**config.mk**
```make
export PLATFORM = sky130hd
export DESIGN_NAME = gn_mdl_axis_rr_arb
export DESIGN_NICKNAME = d
export VERILOG_FILES = /design/src/rtl/gn_mdl_axis_pkg.sv /design/src/rtl/gn_mdl_rr_pick.sv /design/src/rtl/gn_mdl_axis_rr_arb.sv
export SDC_FILE = /design/constraint.sdc
export NUM_CORES = 1
export LEC_CHECK = 0
export CAP_MARGIN = 20
export CELL_PAD_IN_SITES_DETAIL_PLACEMENT = 1
export CELL_PAD_IN_SITES_GLOBAL_PLACEMENT = 1
export CORE_ASPECT_RATIO = 0.75
export CORE_MARGIN = 4
export CORE_UTILIZATION = 18
export CTS_CLUSTER_DIAMETER = 120
export DETAILED_ROUTE_END_ITERATION = 16
export PLACE_DENSITY_LB_ADDON = 0.1
export SKIP_LAST_GASP = 1
export SLEW_MARGIN = 20
export SYNTH_ARGS = -nofsm -noshare
export SYNTH_HDL_FRONTEND = slang
export SYNTH_SLANG_ARGS = --single-unit
```
**constraint.sdc**
```tcl
create_clock -name clk -period 1.7 [get_ports clk]
set_clock_uncertainty 0.15 [all_clocks]
set_input_delay 0.34 -clock clk [delete_from_list [all_inputs] [get_ports clk]]
set_output_delay 0.34 -clock clk [all_outputs]
set_load 0.02 [all_outputs]
```
**src/rtl/gn_mdl_axis_pkg.sv**
```systemverilog
// Shared types and helpers for the gn_mdl AXI4-Stream model blocks.
package gn_mdl_axis_pkg;

  typedef enum logic [0:0] {
    IDLE = 1'b0,
    XFER = 1'b1
  } axis_arb_state_t;

  // Index width that stays at least one bit wide for degenerate counts.
  function automatic int f_clog2_min1(input int n);
    return (n <= 2) ? 1 : $clog2(n);
  endfunction

endpackage

```
**src/rtl/gn_mdl_rr_pick.sv**
```systemverilog
// Combinational round-robin picker: first requester scanning upward from last+1.
module gn_mdl_rr_pick
  import gn_mdl_axis_pkg::*;
#(
  parameter int P_NUM_SRC = 4,
  parameter int SW        = f_clog2_min1(P_NUM_SRC)
) (
  input  logic [P_NUM_SRC-1:0] req,
  input  logic [SW-1:0]        last,
  output logic                 found,
  output logic [SW-1:0]        idx
);

  logic [SW-1:0] cand;

  // Offsets 1..N so that the source after last wins and last itself is checked last.
  always_comb begin
    found = 1'b0;
    idx   = '0;
    cand  = '0;
    for (int i = 1; i <= P_NUM_SRC; i++) begin
      cand = SW'((int'(last) + i) % P_NUM_SRC);
      if (!found && req[cand]) begin
        found = 1'b1;
        idx   = cand;
      end
    end
  end

endmodule

```
**src/rtl/gn_mdl_axis_rr_arb.sv**
```systemverilog
// Round-robin AXI4-Stream arbiter merging P_NUM_SRC masters into one sink,
// holding each grant for up to P_MAX_BURST beats or until the source drops valid.
module gn_mdl_axis_rr_arb
  import gn_mdl_axis_pkg::*;
#(
  parameter int P_DWIDTH    = 32,
  parameter int P_NUM_SRC   = 4,
  parameter int P_MAX_BURST = 16,
  parameter int SW          = f_clog2_min1(P_NUM_SRC)
) (
  input  logic                          clk,
  input  logic                          reset,
  input  logic [P_NUM_SRC*P_DWIDTH-1:0] s_axis_tdata,
  input  logic [P_NUM_SRC-1:0]          s_axis_tvalid,
  output logic [P_NUM_SRC-1:0]          s_axis_tready,
  output logic [P_DWIDTH-1:0]           m_axis_tdata,
  output logic                          m_axis_tvalid,
  input  logic                          m_axis_tready,
  output logic [SW-1:0]                 m_axis_tdest,
  output logic                          o_busy
);

  localparam int CW = f_clog2_min1(P_MAX_BURST + 1);

  axis_arb_state_t state, state_nxt;
  logic [SW-1:0]   grant, grant_nxt;
  logic [SW-1:0]   last, last_nxt;
  logic [CW-1:0]   beat_cnt, beat_cnt_nxt;
  logic            pick_found;
  logic [SW-1:0]   pick_idx;
  logic            handshake;
  logic [P_DWIDTH-1:0] src_data [P_NUM_SRC];

  for (genvar g = 0; g < P_NUM_SRC; g++) begin : g_src
    assign src_data[g] = s_axis_tdata[g*P_DWIDTH +: P_DWIDTH];
  end

  gn_mdl_rr_pick #(
    .P_NUM_SRC(P_NUM_SRC),
    .SW       (SW)
  ) u_pick (
    .req  (s_axis_tvalid),
    .last (last),
    .found(pick_found),
    .idx  (pick_idx)
  );

  always_ff @(posedge clk) begin
    if (reset) begin
      state    <= IDLE;
      grant    <= '0;
      last     <= SW'(P_NUM_SRC - 1);
      beat_cnt <= '0;
    end else begin
      state    <= state_nxt;
      grant    <= grant_nxt;
      last     <= last_nxt;
      beat_cnt <= beat_cnt_nxt;
    end
  end

  always_comb begin
    state_nxt     = state;
    grant_nxt     = grant;
    last_nxt      = last;
    beat_cnt_nxt  = beat_cnt;
    m_axis_tvalid = 1'b0;
    m_axis_tdata  = '0;
    m_axis_tdest  = '0;
    s_axis_tready = '0;
    o_busy        = 1'b0;
    handshake     = 1'b0;
    case (state)
      IDLE: begin
        if (pick_found) begin
          grant_nxt    = pick_idx;
          beat_cnt_nxt = '0;
          state_nxt    = XFER;
        end
      end
      XFER: begin
        o_busy               = 1'b1;
        m_axis_tvalid        = s_axis_tvalid[grant];
        m_axis_tdata         = src_data[grant];
        m_axis_tdest         = grant;
        s_axis_tready[grant] = m_axis_tready;
        handshake            = s_axis_tvalid[grant] && m_axis_tready;
        if (handshake) begin
          beat_cnt_nxt = beat_cnt + CW'(1);
        end
        if ((handshake && beat_cnt == CW'(P_MAX_BURST - 1)) || !s_axis_tvalid[grant]) begin
          last_nxt  = grant;
          state_nxt = IDLE;
        end
      end
      default: state_nxt = IDLE;
    endcase
    // Reset blanks the outputs immediately so an in-flight beat cannot complete.
    if (reset) begin
      m_axis_tvalid = 1'b0;
      m_axis_tdata  = '0;
      m_axis_tdest  = '0;
      s_axis_tready = '0;
      o_busy        = 1'b0;
    end
  end

endmodule

```
==> impl_metrics.csv, run 1 <==
group,metric,value,unit
critical_path,cp_slowest_cell,"mux4_2",
yosys,ys_types,42,
power,irDropWorstVdd,271,uV
critical_path,crit_chain,"buf_12 -> mux4_2 -> nor2b_1 -> clkdlybuf4s15_2",
critical_path,cp-start-kind,"flip-flop",
sta,min_period_over_period,129,%
global_route,antenna_found_initial,0,
clock_network,cts_hold_buf,0,
yosys,syn_inst,165,
sta,hold_ws,0.318,ns
floorplanning,floorplan.initialDensity,18.7,%
floorplanning,dieArea,11200,um^2
sta,max_slew_margin,78.8,%
clock_network,cts.path.max_buffers,2,
sta,worstMarginPinSlew,0.318,ns
global_route,grt_pass1_vias,2415,
layout,seqCellArea,210,um^2
yosys,ys_ff_latch,10,
critical_path,crit_type,"flip-flop to output pin",
critical_path,cp.arrival,1.70,ns
yosys,yosysSeqAreaShare,11.7,%
detailed_routing,drt_wl_total,9.84,mm
detailed_routing,route.detailed.drc,0,
global_route,grt_overflow,0,
detailed_routing,via_per_inst,4.60,
run_status,status,"finished, violations left",
yosys,yosysTopAreaCell,"mux4_2",
sta,hold_viol_final,0,
detailed_routing,route.vias.total,2271,
global_route,grt_usage,16.5,%
yosys,avgSynthCellArea,10.4,um^2
critical_path,required,1.21,ns
yosys,syn-cell-area,1720,um^2
critical_path,cpPeakStageDelay,0.51,ns
sta,drv_slew,0,
layout,fin_nets,504,
sta,fmax,456,MHz
clock_network,worstSkewPairLatency,0.24,ns
power,total_power,2.15,mW
run_status,violations,"negative setup slack",
global_route,grt_start_max_net_pins,18,
detailed_routing,wl_per_cell,19.9,um
sta,setup_viol,46,
detailed_routing,antenna_left,0,
place,gp_congestion,0.829,
clock_network,cts_made_buffers,3,
yosys,synth_fp_nets,302,
floorplanning,die_w,121,um
power,p_per_area,521,nW/um^2
layout,multi_input_area,1510,um^2
place,hpwl,7.45,mm
floorplanning,fp.dieH,92.6,um
layout,insertedDiodeCount,0,
yosys,ys_warn_count,0,
yosys,synth_top_area_share,42.0,%
sta,setup_slack,-0.491,ns
clock_network,cts_tree,"yes",
critical_path,critPathMaxFanout,9,
detailed_routing,drt_iter0_markers,71,
job,drv_cap,0,
floorplanning,ios,175,
clock_network,clk_pin_slew,0.05,ns
floorplanning,core,9160,um^2
sta,fin_crit,2.19,ns
power,p_leak,1.57,nW
layout,drive_gt1_share,39.6,%
floorplanning,row_count,30,
yosys,synth_area_leaders,"mux4_2, dfxtp_1, nor2b_1",
min_path,hp-class,"flip-flop to flip-flop",
sta,grt_setup_unrepaired,"yes",
critical_path,critPathCaptureType,"output pin",
detailed_routing,firstDrtPassIters,4,
place,numPortBuffers,174,
clock_network,cts_root_buf,"clkbuf_16",
clock_network,htreeDepth,1,
layout,areaGrowthSynthToFinish,141,%
layout,fillers,1037,
global_route,grt_first_pass_wirelength,14.2,mm
clock_network,cts.sink_count,10,
critical path: cells and delay by family, from the launching register on:
family                 cells  cell delay [ns]
flip-flops                 1             0.39
buffers and inverters      2             0.40
AND/OR/NAND/NOR            1             0.14
multiplexers               1             0.51
registers in the layout, summed over array words and instances, names as in the netlist:
register	count
beat_cnt	5
grant	2
state	1
last	2
per-layer routing:
| metal | vias up | global-route usage, % | routed length [um] |
|---|---|---|---|
| li1 | 1051 | - | - |
| met2 | 104 | 30.6 | 5160 |
| met3 | 12 | 4.95 | 807 |
| met5 | - | 0 | 0 |
| met4 | 0 | 4.43 | 188 |
| met1 | 1104 | 18.4 | 3680 |
synth_stat cells:
cell and n:
buf_4 2, mux4_2 32, a211o_1 3, o21ai_0 1, nand2_4 1, nor2_1 9
and2_1 4, a211oi_1 1, a21oi_1 4, o221ai_1 2, or2_1 1, a22oi_1 1
nor2b_1 32, or2_2 1, or4_4 1, o2111ai_1 3, a221oi_1 1, nand3_1 3
clkinv_1 1, inv_1 3, a211oi_2 1, buf_2 5, a221o_1 1, a21o_1 2
a31oi_1 1, ha_1 2, buf_6 3, nor3_1 2, a311oi_1 1, clkbuf_1 5
dfxtp_1 10, o22ai_1 1, o211a_1 1, a21oi_2 1, mux2i_1 4, nand2b_1 5
nand2_1 8, o211ai_1 2, nand4_1 1, and3_1 1, mux2_4 1, inv_2 1
final cells by class:
cell class	instances	area share, %
inverters	5	0.514
multi-input cells	135	36.6
repair buffers	212	51.8
flip-flops and latches	10	5.08
clock buffers	4	2.15
well taps	128	3.87
power breakdown:
| group | internal (mW) | total [mW] | switching, mW |
|---|---|---|---|
| clock | 0.356 | 0.489 | 0.133 |
| combinational | 0.868 | 1.38 | 0.508 |
| sequential | 0.255 | 0.290 | 0.0344 |
worst paths after layout:
| kind | from | to | slack (ns) | depth (start not counted) |
|---|---|---|---|---|
| worst max-delay path | grant[0] | m_axis_tdata[8] | -0.49 | 4 |
| worst max register to register | grant[0] | last[1] | -0.24 | 7 |
| worst min register to register | beat_cnt[3] | beat_cnt[3] | 0.32 | 2 |
| worst min-delay path | beat_cnt[3] | beat_cnt[3] | 0.32 | 2 |
metrics by stage:
step                      utilization (%)  cell area, um^2  instances  worst slack [ns]  setup TNS [ns]
after floorplan                         -             1780        165           -0.0765           -2.33
after global placement               41.4             3790        475            -0.803          -32.34
after detailed placement             41.4             3790        475            -0.816          -32.86
after CTS                            44.1             4040        488            -0.518          -17.46
after global routing                 45.2             4140        494            -0.553          -19.64
final                                45.2             4140        494            -0.491          -16.84
cells in the final DEF, fill, tap and decap left out, types with 4 or more instances in the layout:
cell             instances
buf_12                   6
buf_2                   12
buf_4                   30
buf_6                    9
clkbuf_16                4
clkdlybuf4s15_2         15
clkdlybuf4s50_1        128
dfxtp_1                  6
mux2i_1                  4
mux4_2                  32
nand2_1                  6
nand2b_1                 4
nor2_1                   9
nor2b_1                 32
kinds of logic (layout without fill, tap and decap cells):
group                    count (synthesis)  in the layout  share of synthesized area (%)
multiplexers                            37             37                           45.2
adder cells (fa/ha/maj)                  2              2                           1.46
buffers and inverters                   20            221                           6.49
flip-flops                              10             10                           11.7
AO/OA/AOI/OAI                           27             27                           12.3
AND/OR/NAND/NOR                         69             69                           22.9
what timing repair did:
item / CTS / global route
buffers inserted: 5 / 6
resized for setup: 185 / 19
gates cloned: 4 / 1
pin swaps: 9 / 8
endpoints found under the hold margin: 0 / 0
setup endpoints to repair: 50 / 48
Power figures use the tool's default switching activity.
==> run 2: changes to the inputs <==
Settings changed: CORE_ASPECT_RATIO 0.75 to 0.5.
==> run 2 against run 1 <==
Effect of this change:
- the run still ends with negative setup slack left
- largest cell class unchanged
- largest power group unchanged
- combinational power up 4%
- critical endpoint is now m_axis_tdata[18]
- global-route usage grew 0.38 points
- fmax is 2.8% higher
- register-to-register slack better by 0.14 ns
- sequential power up 2%
- sequential share of layout area about the same
- utilization rose by 1.6 points
- cell count is 0.61% lower
- total power fell by 0.68%
- setup slack better by 0.060 ns
- highest routed layer unchanged
- die area up 0.70%
==> impl_metrics.csv, run 2 (same netlist as run 1, synthesis figures left out) <==
group,metric,value,unit
run_status,status,"finished, violations left",
run_status,violations,"negative setup slack",
power,irDropWorstVdd,555,uV
critical_path,endpoint,"m_axis_tdata[18]",
place,hpwl,7.60,mm
detailed_routing,drt_iter0_markers,30,
clock_network,cts_made_buffers,3,
power,p_leak,1.63,nW
floorplanning,fp.dieH,77.1,um
job,drv_cap,0,
sta,fmax,469,MHz
place,dp_cells,466,
layout,final_area,4200,um^2
sta,hold_viol_final,0,
detailed_routing,via_per_inst,4.60,
layout,fillers,993,
power,clockPowerShare,19.3,%
min_path,hp-class,"primary input to flip-flop",
sta,fin_setup_tns,-13.80,ns
critical_path,reg2reg_from,"grant[0]",
critical_path,critPathCaptureType,"output pin",
floorplanning,floorplan.initialDensity,19.1,%
global_route,grt_first_pass_wirelength,15.2,mm
floorplanning,row_count,24,
power,p_per_area,510,nW/um^2
layout,post-route-util,46.7,%
critical_path,critPathMaxFanout,7,
detailed_routing,drt_wl_total,10.0,mm
detailed_routing,antenna_left,0,
clock_network,clk_pin_slew,0.04,ns
critical_path,crit_type,"flip-flop to output pin",
global_route,antenna_found_initial,0,
detailed_routing,wl_per_cell,20.4,um
sta,setup_viol,44,
layout,final_cell_mix,"clkdlybuf4s50_1, buf_4, mux4_2",
clock_network,cts_root_buf,"clkbuf_16",
sta,drv_slew,0,
global_route,grt_pass1_vias,2361,
clock_network,cts_hold_buf,0,
sta,fin_crit,2.13,ns
clock_network,cts.sink_count,10,
global_route,grt_start_max_net_pins,22,
sta,max_slew_margin,81.5,%
layout,fin_nets,513,
sta,setup_slack,-0.431,ns
detailed_routing,wl_met3,397,um
detailed_routing,wl_met2,5.19,mm
critical_path,required,1.21,ns
power,total_power,2.14,mW
sta,worstMarginPinSlew,0.269,ns
global_route,grt_usage,16.9,%
power,switchingPower,0.669,mW
layout,registers.top_by_ff_count,"beat_cnt",
detailed_routing,route.detailed.drc,0,
detailed_routing,route.vias.total,2261,
clock_network,cts_tree,"yes",
critical_path,cp-start-kind,"flip-flop",
layout,final_cell_count_no_fill,491,
place,gp_congestion,0.774,
power,intPower,1.47,mW
floorplanning,core,8980,um^2
critical_path,rrSetupSlack,-0.10,ns
critical_path,cp.arrival,1.64,ns
clock_network,worstSkewPairLatency,0.24,ns
power,switching_share,31.3,%
floorplanning,dieArea,11300,um^2
place,pre_cts_ws,-0.767,ns
layout,areaGrowthSynthToFinish,144,%
layout,drive_gt1_share,45.5,%
layout,insertedDiodeCount,0,
critical_path,r2r-end,"last[1]",
detailed_routing,drt-met1-wl,4.37,mm
sta,min_period_over_period,125,%
global_route,grt_overflow,0,
floorplanning,die_w,146,um
critical_path,startpoint,"grant[0]",
critical_path,rr_worst_depth,6,
floorplanning,ios,175,
clock_network,htreeDepth,1,
detailed_routing,firstDrtPassIters,4,
sta,hold_ws,0.351,ns
sta,grt_setup_unrepaired,"yes",
layout,largest_reg_flops,5,
power,p_seq_share,13.8,%
clock_network,cts.path.max_buffers,2,
layout,top_regs,"beat_cnt (5), grant (2), last (2)",
detailed_routing,routed.top_layer,"met4",
power,p_comb_share,66.9,%
place,numPortBuffers,174,
place,placed_area,3810,um^2
layout,final_common_cell,"clkdlybuf4s50_1",
min_path,hp-start,"reset",
run 2: cell count changes in the layout (fill, tap and decap cells not counted), moves of 3 or more:
| cell | delta |
|---|---|
| buf_4 | +10 |
| buf_6 | +16 |
| clkdlybuf4s15_2 | -14 |
| nor2_1 | -5 |
| nor2_2 | +3 |
| nor2b_1 | -4 |
run 2: worst min-delay path by stage:
stage / slack [ns] / end / cells past startpoint
floorplan: 0.29 / beat_cnt[3] / 2
global placement: 0.30 / beat_cnt[3] / 2
detailed placement: 0.31 / beat_cnt[3] / 2
CTS: 0.35 / beat_cnt[3] / 2
global route: 0.36 / state / 3
finish: 0.35 / beat_cnt[1] / 3
run 2: layout make-up:
cell class	count	area, um^2	area share (%)
timing repair buffer	221	2140	51.1
tap	117	146	3.49
clock buffer	3	75.1	1.79
inverter	5	25.0	0.596
multi-input combinational	135	1590	38.0
sequential	10	211	5.04
run 2: power groups by stage:
stage	registers (mW)	clock network (mW)	logic, mW
floorplan	0.269	0	0.658
CTS	0.293	0.416	1.38
global route	0.298	0.437	1.52
detailed placement	0.290	0	1.25
global placement	0.289	0	1.23
finish	0.295	0.413	1.43
run 2: per-layer routing:
metal | up-vias | global-route usage, %
met4 | 0 | 1.97
met5 | - | 0
li1 | 1066 | -
met2 | 66 | 30.4
met1 | 1123 | 22.1
met3 | 6 | 2.89
run 2: repair_timing:
item / CTS / global route
gates resized for setup: 218 / 50
pin swaps: 20 / 21
setup buffers: 12 / 10
setup endpoints to repair: 50 / 50
cloned: 3 / 0
run 2: worst max-delay path, cell delays in order, from the launching register on:
cell and delay [ns]:
dfxtp_4 0.44, buf_6 0.15, mux4_2 0.49, nor2b_1 0.16, buf_4 0.16
==> run 3: changes to the inputs <==
Settings changed: CELL_PAD_IN_SITES_DETAIL_PLACEMENT 1 to unset, CELL_PAD_IN_SITES_GLOBAL_PLACEMENT 1 to unset, CORE_UTILIZATION 18 to 27, PLACE_DENSITY set to 0.79, PLACE_DENSITY_LB_ADDON 0.1 to unset.
==> run 3 against run 2 <==
Effect of this change:
- the flow still finishes with violations (negative setup slack)
- fmax decreased by 0.27%
- cell area decreased by 3.1%
- utilization increased by 20 points
- largest power group unchanged
==> impl_metrics.csv, run 3 (same netlist as run 1, synthesis figures left out) <==
group,metric,value,unit
run_status,status,"finished, violations left",
run_status,violations,"negative setup slack",
sta,setup_viol,43,
critical_path,critPathMaxFanout,8,
place,hpwl,7.76,mm
detailed_routing,antenna_left,0,
critical_path,cp_slowest_cell,"mux4_2",
global_route,grt_usage,24.8,%
floorplanning,ios,175,
sta,fmax,468,MHz
critical_path,crit_buf_inv,2,
layout,insertedDiodeCount,0,
global_route,grt_start_max_net_pins,19,
critical_path,cp-start-kind,"flip-flop",
sta,hold_ws,0.333,ns
floorplanning,core,6110,um^2
sta,max_slew_margin,81.2,%
place,gp_congestion,1.06,
sta,setup_slack,-0.437,ns
place,numPortBuffers,174,
sta,hold_viol_final,0,
sta,min_period_over_period,126,%
clock_network,cts_root_buf,"clkbuf_16",
critical_path,cp.arrival,1.65,ns
clock_network,cts_hold_buf,0,
detailed_routing,route.vias.total,2323,
critical_path,startpoint,"grant[0]",
layout,registers.top_by_ff_count,"beat_cnt",
layout,final_cell_mix,"clkdlybuf4s50_1, mux4_2, buf_4",
global_route,grt_overflow,0,
detailed_routing,route.detailed.drc,0,
clock_network,clk_pin_slew,0.04,ns
power,p_per_area,519,nW/um^2
floorplanning,dieArea,7770,um^2
sta,fin_crit,2.14,ns
power,irDropWorstVdd,410,uV
sta,drv_slew,0,
detailed_routing,via_per_inst,5.15,
sta,worstMarginPinSlew,0.282,ns
layout,largest_reg_flops,5,
layout,areaGrowthSynthToFinish,137,%
clock_network,htreeDepth,1,
detailed_routing,wl_per_cell,21.3,um
global_route,antenna_found_initial,0,
critical_path,crit_chain,"buf_12 -> mux4_2 -> nor2b_4 -> buf_6",
detailed_routing,firstDrtPassIters,4,
critical_path,required,1.21,ns
layout,final_common_cell,"clkdlybuf4s50_1",
job,drv_cap,0,
power,p_leak,1.62,nW
floorplanning,die_w,121,um
global_route,grt_pass1_vias,2493,
detailed_routing,drt_iter0_markers,155,
critical_path,critPathCaptureType,"output pin",
critical_path,critPathTopFamily,"multiplexers",
clock_network,cts.path.max_buffers,2,
clock_network,worstSkewPairLatency,0.24,ns
floorplanning,row_count,20,
critical_path,reg2reg_from,"beat_cnt[0]",
layout,top_regs,"beat_cnt (5), grant (2), last (2)",
clock_network,cts.sink_count,10,
power,total_power,2.11,mW
floorplanning,floorplan.initialDensity,28.1,%
floorplanning,fp.dieH,64.4,um
min_path,hp-class,"flip-flop to flip-flop",
layout,drive_gt1_share,42.4,%
critical_path,crit_type,"flip-flop to output pin",
sta,grt_setup_unrepaired,"yes",
detailed_routing,drt_wl_total,9.60,mm
layout,fillers,483,
layout,fin_nets,502,
min_path,hp-start,"beat_cnt[3]",
critical_path,cpPeakStageDelay,0.54,ns
global_route,grt_first_pass_wirelength,14.4,mm
clock_network,cts_made_buffers,3,
clock_network,cts_tree,"yes",
[run 3: cell count changes in the layout (fill, tap and decap cells not counted), sizes merged]
cell | previous run | this run
dlymetal6s2s | 0 | 1
inv | 3 | 4
clkdlybuf4s15 | 1 | 0
buf | 86 | 76
clkinvlp | 1 | 0
clkbuf | 7 | 6
[run 3: per-layer routing]
layer | GRT usage [%] | wire (um) | up-vias
met3 | 6.10 | 600 | 27
met2 | 45.4 | 5070 | 96
met5 | 0 | 0 | -
li1 | - | - | 1043
met4 | 7.77 | 286 | 0
met1 | 28.6 | 3640 | 1157
[run 3: per-stage QoR]
| step | util [%] | TNS [ns] | instance area [um^2] | std cells | worst slack (ns) |
|---|---|---|---|---|---|
| finish | 66.6 | -13.18 | 4070 | 451 | -0.437 |
| global route | 66.6 | -16.38 | 4070 | 451 | -0.495 |
| CTS | 65.3 | -16.11 | 3990 | 451 | -0.488 |
| detailed placement | 62.0 | -31.63 | 3790 | 441 | -0.780 |
| global placement | 62.0 | -30.70 | 3790 | 441 | -0.784 |
| floorplan | - | -2.33 | 1780 | 165 | -0.0765 |
[run 3: worst min-delay path, cell delays in order (launching register included)]
cell	delay, ns
dfxtp_1	0.31
nand2_1	0.06
mux2i_1	0.06
[run 3: where the power goes]
group	leakage (nW)	switching, mW	internal (mW)
Clock	0.0370	0.112	0.305
Sequential	0.0836	0.0367	0.255
Combinational	1.50	0.521	0.883
Total	1.62	0.670	1.44
[run 3: path summary, 6_finish.rpt]
kind / end / slack (ns) / depth (start not counted)
max reg2reg: last[1] / -0.15 / 7
min reg2reg: beat_cnt[3] / 0.33 / 2
min: beat_cnt[3] / 0.33 / 2
max: m_axis_tdata[31] / -0.44 / 4
[run 3: what timing repair did]
item	CTS	global route
setup buffers	4	2
setup endpoints to repair	50	50
resized for setup	231	43
cloned	3	0
pin swaps	12	8
[run 3: area by class of cell]
class	instances	area (um^2)	area share (%)
Clock buffer	3	75.1	1.85
Inverter	5	21.3	0.523
Multi-Input combinational cell	135	1590	39.1
Sequential cell	10	209	5.14
Tap cell	88	110	2.71
Timing Repair Buffer	210	2060	50.7
